[src/rtl/quantum_timer.sv]
// -----------------------------------------------------------------------------
// quantum_timer
//
// Preemption timer for a single-core time-sharing CPU. The OS loads a time
// quantum (Set Quantum) while in kernel code, then dispatches a user process
// (Change Context). The timer counts retired user instructions. When the
// quantum is used up it raises a level preemption request (timeout). That
// request stays up until the datapath acknowledges the redirect to the OS
// handler.
//
// A process halt ends the running quantum early and emits a one-cycle
// procDone pulse. A system halt parks the timer in HALTED until reset.
//
// Ports
//   clock               in   system clock, rising-edge active
//   reset               in   synchronous active-high reset
//   setQuantum          in   Set Quantum decode
//   interruptionProcess in   Change Context decode (dispatch to user process)
//   halt[1:0]           in   00 none, 01 process halt, 10 system halt, 11 = 00
//   instrRetire         in   one instruction retired this cycle
//   quantumValue[31:0]  in   quantum to load; only bits [15:0] are used
//   intAck              in   datapath saved user PC and entered OS handler
//   timeout             out  preemption request (level, registered)
//   procDone            out  one-cycle pulse on process halt (registered)
//   halted              out  system halted (level, registered)
//   remaining[15:0]     out  current down-counter value
//   state[2:0]          out  FSM state: IDLE 000, ARMED 001, RUN 010,
//                            EXPIRED 011, HALTED 100
//
// Handshake note: no valid/ready pairs are used here. Each control input is
// a single-cycle decode strobe. A strobe is consumed on the rising edge where
// it is sampled high, if the current state accepts it. Strobes that are not
// accepted are dropped and are not held over. intAck is the only input that
// closes a request: a timeout that is raised stays high until intAck is
// sampled in EXPIRED.
// -----------------------------------------------------------------------------
module quantum_timer (
  input  logic        clock,
  input  logic        reset,
  input  logic        setQuantum,
  input  logic        interruptionProcess,
  input  logic [1:0]  halt,
  input  logic        instrRetire,
  input  logic [31:0] quantumValue,
  input  logic        intAck,
  output logic        timeout,
  output logic        procDone,
  output logic        halted,
  output logic [15:0] remaining,
  output logic [2:0]  state
);

  typedef enum logic [2:0] {
    ST_IDLE    = 3'b000,
    ST_ARMED   = 3'b001,
    ST_RUN     = 3'b010,
    ST_EXPIRED = 3'b011,
    ST_HALTED  = 3'b100
  } state_e;

  localparam logic [1:0] HALT_PROCESS = 2'b01;
  localparam logic [1:0] HALT_SYSTEM  = 2'b10;

  state_e      state_q, state_d;
  logic [15:0] remaining_q, remaining_d;
  logic        timeout_q, timeout_d;
  logic        proc_done_q, proc_done_d;
  logic        halted_q, halted_d;

  logic [15:0] quantum_load;
  logic        quantum_valid;
  logic        user_running;

  // The upper half of the register-file word is not part of the quantum.
  logic        unused_quantum_upper;
  assign unused_quantum_upper = ^quantumValue[31:16];

  assign quantum_load  = quantumValue[15:0];
  // A zero quantum would expire at once or never. Treat it as no write.
  assign quantum_valid = (quantum_load != 16'd0);
  // A process halt only applies while user code owns the CPU.
  assign user_running  = (state_q == ST_RUN) || (state_q == ST_EXPIRED);

  // ---------------------------------------------------------------------------
  // Next-state logic. The if/else chain encodes the same-cycle priority:
  // system halt, then process halt, then per-state behaviour. Inside RUN,
  // expiry is the only event. Inside EXPIRED, intAck is the only event.
  // Because of that, set/dispatch strobes are never in conflict with expiry
  // or intAck.
  // ---------------------------------------------------------------------------
  always_comb begin
    state_d     = state_q;
    remaining_d = remaining_q;
    proc_done_d = 1'b0;

    if (state_q == ST_HALTED) begin
      // Terminal until reset; every input is ignored.
      state_d = ST_HALTED;
    end else if (halt == HALT_SYSTEM) begin
      state_d = ST_HALTED;
    end else if ((halt == HALT_PROCESS) && user_running) begin
      state_d     = ST_IDLE;
      remaining_d = 16'd0;
      proc_done_d = 1'b1;
    end else begin
      case (state_q)
        ST_IDLE: begin
          if (setQuantum && quantum_valid) begin
            remaining_d = quantum_load;
            state_d     = ST_ARMED;
          end
        end
        ST_ARMED: begin
          // Dispatch takes precedence over a reload in the same cycle. The
          // quantum already armed is the one the process runs with.
          if (interruptionProcess) begin
            state_d = ST_RUN;
          end else if (setQuantum && quantum_valid) begin
            remaining_d = quantum_load;
          end
        end
        ST_RUN: begin
          // The non-zero guard keeps the counter from ever wrapping.
          if (instrRetire && (remaining_q != 16'd0)) begin
            remaining_d = remaining_q - 16'd1;
            if (remaining_q == 16'd1) begin
              state_d = ST_EXPIRED;
            end
          end
        end
        ST_EXPIRED: begin
          if (intAck) begin
            state_d = ST_IDLE;
          end
        end
        default: begin
          state_d     = ST_IDLE;
          remaining_d = 16'd0;
        end
      endcase
    end

    // Level outputs follow the state being entered, so they are registered
    // alongside it.
    timeout_d = (state_d == ST_EXPIRED);
    halted_d  = (state_d == ST_HALTED);
  end

  always_ff @(posedge clock) begin
    if (reset) begin
      state_q     <= ST_IDLE;
      remaining_q <= 16'd0;
      timeout_q   <= 1'b0;
      proc_done_q <= 1'b0;
      halted_q    <= 1'b0;
    end else begin
      state_q     <= state_d;
      remaining_q <= remaining_d;
      timeout_q   <= timeout_d;
      proc_done_q <= proc_done_d;
      halted_q    <= halted_d;
    end
  end

  assign timeout   = timeout_q;
  assign procDone  = proc_done_q;
  assign halted    = halted_q;
  assign remaining = remaining_q;
  assign state     = state_q;

endmodule

[config.mk]
export PLATFORM = sky130hd
export DESIGN_NAME = quantum_timer
export DESIGN_NICKNAME = d
export VERILOG_FILES = /design/src/rtl/quantum_timer.sv
export SDC_FILE = /design/constraint.sdc
export NUM_CORES = 1
export LEC_CHECK = 0
export CORE_ASPECT_RATIO = 0.9
export CORE_MARGIN = 3
export CORE_UTILIZATION = 43
export DETAILED_ROUTE_END_ITERATION = 16
export PLACE_DENSITY = 0.76
export RECOVER_POWER = 50
export SLEW_MARGIN = 20
export SYNTH_ARGS = -nofsm -noshare
export SYNTH_HDL_FRONTEND = slang
export SYNTH_SLANG_ARGS = --single-unit
[constraint.sdc]
create_clock -name clock -period 2.98 [get_ports clock]
set_input_delay 0.298 -clock clock [delete_from_list [all_inputs] [get_ports clock]]
set_output_delay 0.298 -clock clock [all_outputs]
set_load 0.1 [all_outputs]
# [After elaboration in Yosys (flattened, before gate mapping)]
# Index checks and enable logic that the tools add are counted.
[word_totals] regBits=22
[classes] n_eq_ne=12 n_mux=15 n_reduce_logical=9 bitwise=2 n_addsub=1
[ops] op="16-bit 2-to-1 mux" n=4
[ops] op="16-bit case mux with 4 select lines" n=1
[ops] op="16-bit nonzero test" n=2
[ops] op="3-bit 2-to-1 mux" n=8
[ops] op="16-bit by 1-bit == test with 1-bit output (second input constant)" n=1
[ops] op="16-bit by 1-bit subtractor with 16-bit output (second input constant)" n=1
[ops] op="3-bit case mux with 4 select lines" n=1
[ops] op="3-bit by 2-bit == test with 1-bit output (second input constant)" n=3
[ops] op="3-bit == test (second input constant)" n=2
[ops] op="5-bit AND reduction" n=1
[ops] op="3-bit by 1-bit == test with 1-bit output (second input constant)" n=1
[ops] op="1-bit logical AND" n=3
[ops] op="3-bit zero test" n=1
[ops] op="3-bit by 1-bit inequality test with 1-bit output (second input constant)" n=1
[ops] op="3-bit inequality test (second input constant)" n=1
[ops] op="3-bit OR reduction" n=1
[ops] op="2-bit by 1-bit == test with 1-bit output (second input constant)" n=1
[ops] op="2-bit == test (second input constant)" n=1
[ops] op="2-bit by 1-bit inequality test with 1-bit output (second input constant)" n=1
[ops] op="1-bit inverter" n=2
[ops] op="1-bit logical OR" n=1
[ops] op="1-bit 2-to-1 mux" n=1

# [Depth between registers and ports, before layout]
[logic_depth] ltp_word=8 depth_mapped=9 ltp_nobuf=7

# [Least setup slack after synthesis]
# Ideal clock, no wire load.
[synth_timing] path_type="reg2reg" from="register remaining_q[0] (netlist: remaining[0])" to="register remaining_q[6] (netlist: remaining[6])" path_slack_ns=-0.153 t_required_ns=2.859 path_stages_with_launch=10 setup_time_ns=0.121 arrival_ns=3.012 path_cell_list="dfxtp_1 -> inv_1 -> ha_1 -> or4b_2 -> or4_4 -> a21o_1 -> and2_4 -> buf_6 -> buf_6 -> mux2_4"
[synth_between] elab_chain_cells=4 elab_cells_between_ends=8
[synth_lines] item="start: declaration" line="65" rtl="logic [15:0] remaining_q, remaining_d;"
[synth_lines] item="start signal: assignment" line="158" rtl="remaining_q <= remaining_d;"
[synth_lines] item="16-bit by 1-bit subtractor with 16-bit output / 16-bit nonzero test (equally long branches)" line="125, 124"
[synth_lines] item="16-bit 2-to-1 mux / 1-bit logical AND (equally long branches)" line="124" rtl="if (instrRetire && (remaining_q != 16'd0)) begin"
[synth_lines] item="16-bit case mux with 4 select lines / 3-bit by 1-bit inequality test with 1-bit output (equally long branches)"
[synth_lines] item="16-bit 2-to-1 mux / 5-bit AND reduction (equally long branches)"
# Several ways; a longest one is shown, not always the timed one. The select of a mux whose other input is x is not followed.
# A chain may end at the register's enable or synchronous reset.

# [Worst setup path after layout]
[layout_timing] from="register remaining_q[0] (netlist: remaining[0])" to="register remaining_q[8] (netlist: remaining[8])"
# The elaborated chain is that of the path after synthesis.

==> flow_metrics.tcl <==
set metrics [dict create \
    outcome "complete, no violations" \
    clockBufferDepth 2 \
    final_cells 269 \
    maxSlewViolCount 0 \
    globalRouteTotalUtil_pct 21.4 \
    io_pins 62 \
    p_sw_w 0.000443 \
    antenna_found_initial 0 \
    postRouteAntennaNets 0 \
    totalWireLength_um 4550 \
    sw_frac_of_total_pct 44.7 \
    path_delay_family "simple AND/OR/NAND/NOR gates" \
    critPathSlowestCell "or4b_2" \
    leakage_nw 0.735 \
    power_frac_clock_pct 18.5 \
    cts_root_buf "clkbuf_8" \
    hold_viol 0 \
    cts_buffers 3 \
    postCtsSetupBuffers 0 \
    synth.distinct_cells 44 \
    pwr-share-comb_pct 45.7 \
    synth_top_area_share_pct 28.8 \
    ys_seq_elements 22 \
    internal-power_w 0.000548 \
    critPathArrivalTime_ps 2820 \
    dpl.hpwl_um 3350 \
    die_w_um 68.9 \
    tightest_slew_ps 1160 \
    path_class "flip-flop to flip-flop" \
    final_cell_mix "24 x clkdlybuf4s50_1, 19 x nor2_1, 19 x clkbuf_1, 15 x dfxtp_1, 12 x a21oi_1" \
    cts_tree "built" \
    drive_gt1_share_pct 12.8 \
    yosysTopAreaCell "dfxtp_1" \
    drc_errors 0 \
    fillers 338 \
    vias_per_cell 6.33 \
    synth_warnings 0 \
    fmax_mhz 374 \
    die_h_um 62.6 \
    die-area_um2 4310 \
    synthCells 188 \
    synth_edf_count 0 \
    wl_per_cell_um 16.9 \
    synthArstFlopShare_pct 0 \
    cp_cell_sequence "inv_1 > ha_1 > or4b_2 > or4_4 > a21o_1 > and2_4 > mux2_4" \
    peakVddDrop_v 0.000220 \
    fin_crit_sh_pct 89.6 \
    gp_congestion 0.930 \
    final_common_cell "clkdlybuf4s50_1" \
    grt_pass1_wl_um 7200 \
    num_vias 1702 \
    clock_sinks 22 \
    initial_utilization_pct 47.4 \
    max-slew-margin-rel_pct 22.8 \
    core-area_um2 3230 \
    layout.nets 272 \
    grt_overflow 0 \
    rsz0062_at_grt "false" \
    startpoint_type "flip-flop" \
    antenna_cells 0 \
    dp.cells 266 \
    p_per_area_nw_per_um2 515 \
    syn_avg_cell_area_um2 8.15 \
    syn_area_um2 1530 \
    setup-tns-final_ps 0 \
    htree_levels 1 \
    cts_hold_buf 0 \
    critPathMaxFanout 16 \
    seq_area_frac_synth_pct 28.8 \
    placementRows 19 \
    pwr-share-seq_pct 35.7 \
    cts_resized 0 \
    slowest_delay_ps 600 \
    required_ps 3130 \
    maxCapViolCount 0 \
    end_kind "flip-flop" \
    finClkSkew_ps 6.42 \
    holdCritPathClass "flip-flop to flip-flop" \
    synthFlopType "dfxtp_1" \
    path_buf_inv 1 \
    synth_nets 231 \
    finalCriticalPeriod_ps 2670 \
    clock_latency_ps 260 \
    port_buffers 45 \
    grt_max_degree 23 \
    first_pass_iters 4 \
    drtIter0Drc 192 \
    setup_violations 0 \
    area_growth_pct 25.7 \
    grt_pass1_vias 1548 \
    clk_pin_slew_ps 80 \
    ys_top_cells_by_area "dfxtp_1 29%, nor2_1 4.7%, mux2_2 4.4%" \
]
==> flip-flops by register name (all words and copies together) (netlist names) <==
name       count
state          3
timeout        1
remaining     16
halted         1
procDone       1
==> tightest hold or removal path, delay by kind of cell (launching register included) <==
family / cells / cell delay (ps)
compound gates: 1 / 70
flops: 1 / 340
simple gates: 1 / 80
==> metal layers <==
layer	vias up	global-route usage, %	wire length, um
met3	11	4.68	346
met4	0	8.27	108
met2	85	32.0	2150
met1	811	29.3	1940
met5	-	0	0
li1	795	-	-
==> cells in the mapped netlist, drive strengths merged, types with 5 or more instances <==
library cell   n
or4            7
dfxtp         22
nor2          19
clkbuf         9
a211oi         5
nand3          5
a21oi         12
nand2b         5
a31oi          6
nor4           9
a22oi          7
nand2          9
mux2           9
or3            5
nor3           6
nor2b          9
==> power by group through the flow <==
stage               Combinational, W  Clock, W  Sequential, W
finish                      0.000453  0.000184       0.000354
global route                0.000479  0.000202       0.000359
CTS                         0.000467  0.000186       0.000353
detailed placement          0.000465         0       0.000360
global placement            0.000460         0       0.000358
floorplan                   0.000201         0       0.000510
==> stage by stage <==
step / setup slack (ps) / total power (W) / hold WS (ps) / cell area, um2 / utilization, %
floorplan: 55.5 / 0.000712 / 422 / 1540 / -
global placement: 381 / 0.000817 / 500 / 1950 / 60.4
detailed placement: 336 / 0.000825 / 518 / 1950 / 60.4
CTS: 318 / 0.00101 / 532 / 2000 / 61.7
global route: 203 / 0.00104 / 567 / 1920 / 59.5
finish: 309 / 0.000990 / 530 / 1920 / 59.5
==> layout make-up <==
cell class,count,area (um2),share of cell area [%]
clock buffer,3,41.3,2.15
inverter,3,11.3,0.585
multi-input combinational,151,1020,52.9
sequential,22,449,23.3
tap,42,52.6,2.73
timing repair buffer,48,352,18.3
==> worst paths after layout <==
path / slack [ps] / start / endpoint / depth (start not counted)
hold / removal: 530 / remaining[10] / remaining[10] / 2
setup reg to reg: 310 / remaining[0] / remaining[8] / 7
hold reg to reg: 530 / remaining[10] / remaining[10] / 2
setup / recovery: 310 / remaining[0] / remaining[8] / 7
==> cell families after synthesis <==
kind of cell	count (synthesis)	synth area share, %
AOI/OAI and AO/OA	48	22.1
xor gates and xnor gates	6	3.43
adders and majority gates	3	2.45
buffers and inverters	15	4.74
DFF	22	28.8
muxes	10	8.01
and+or+nand+nor	84	30.6
Power figures use the tool's default switching activity.
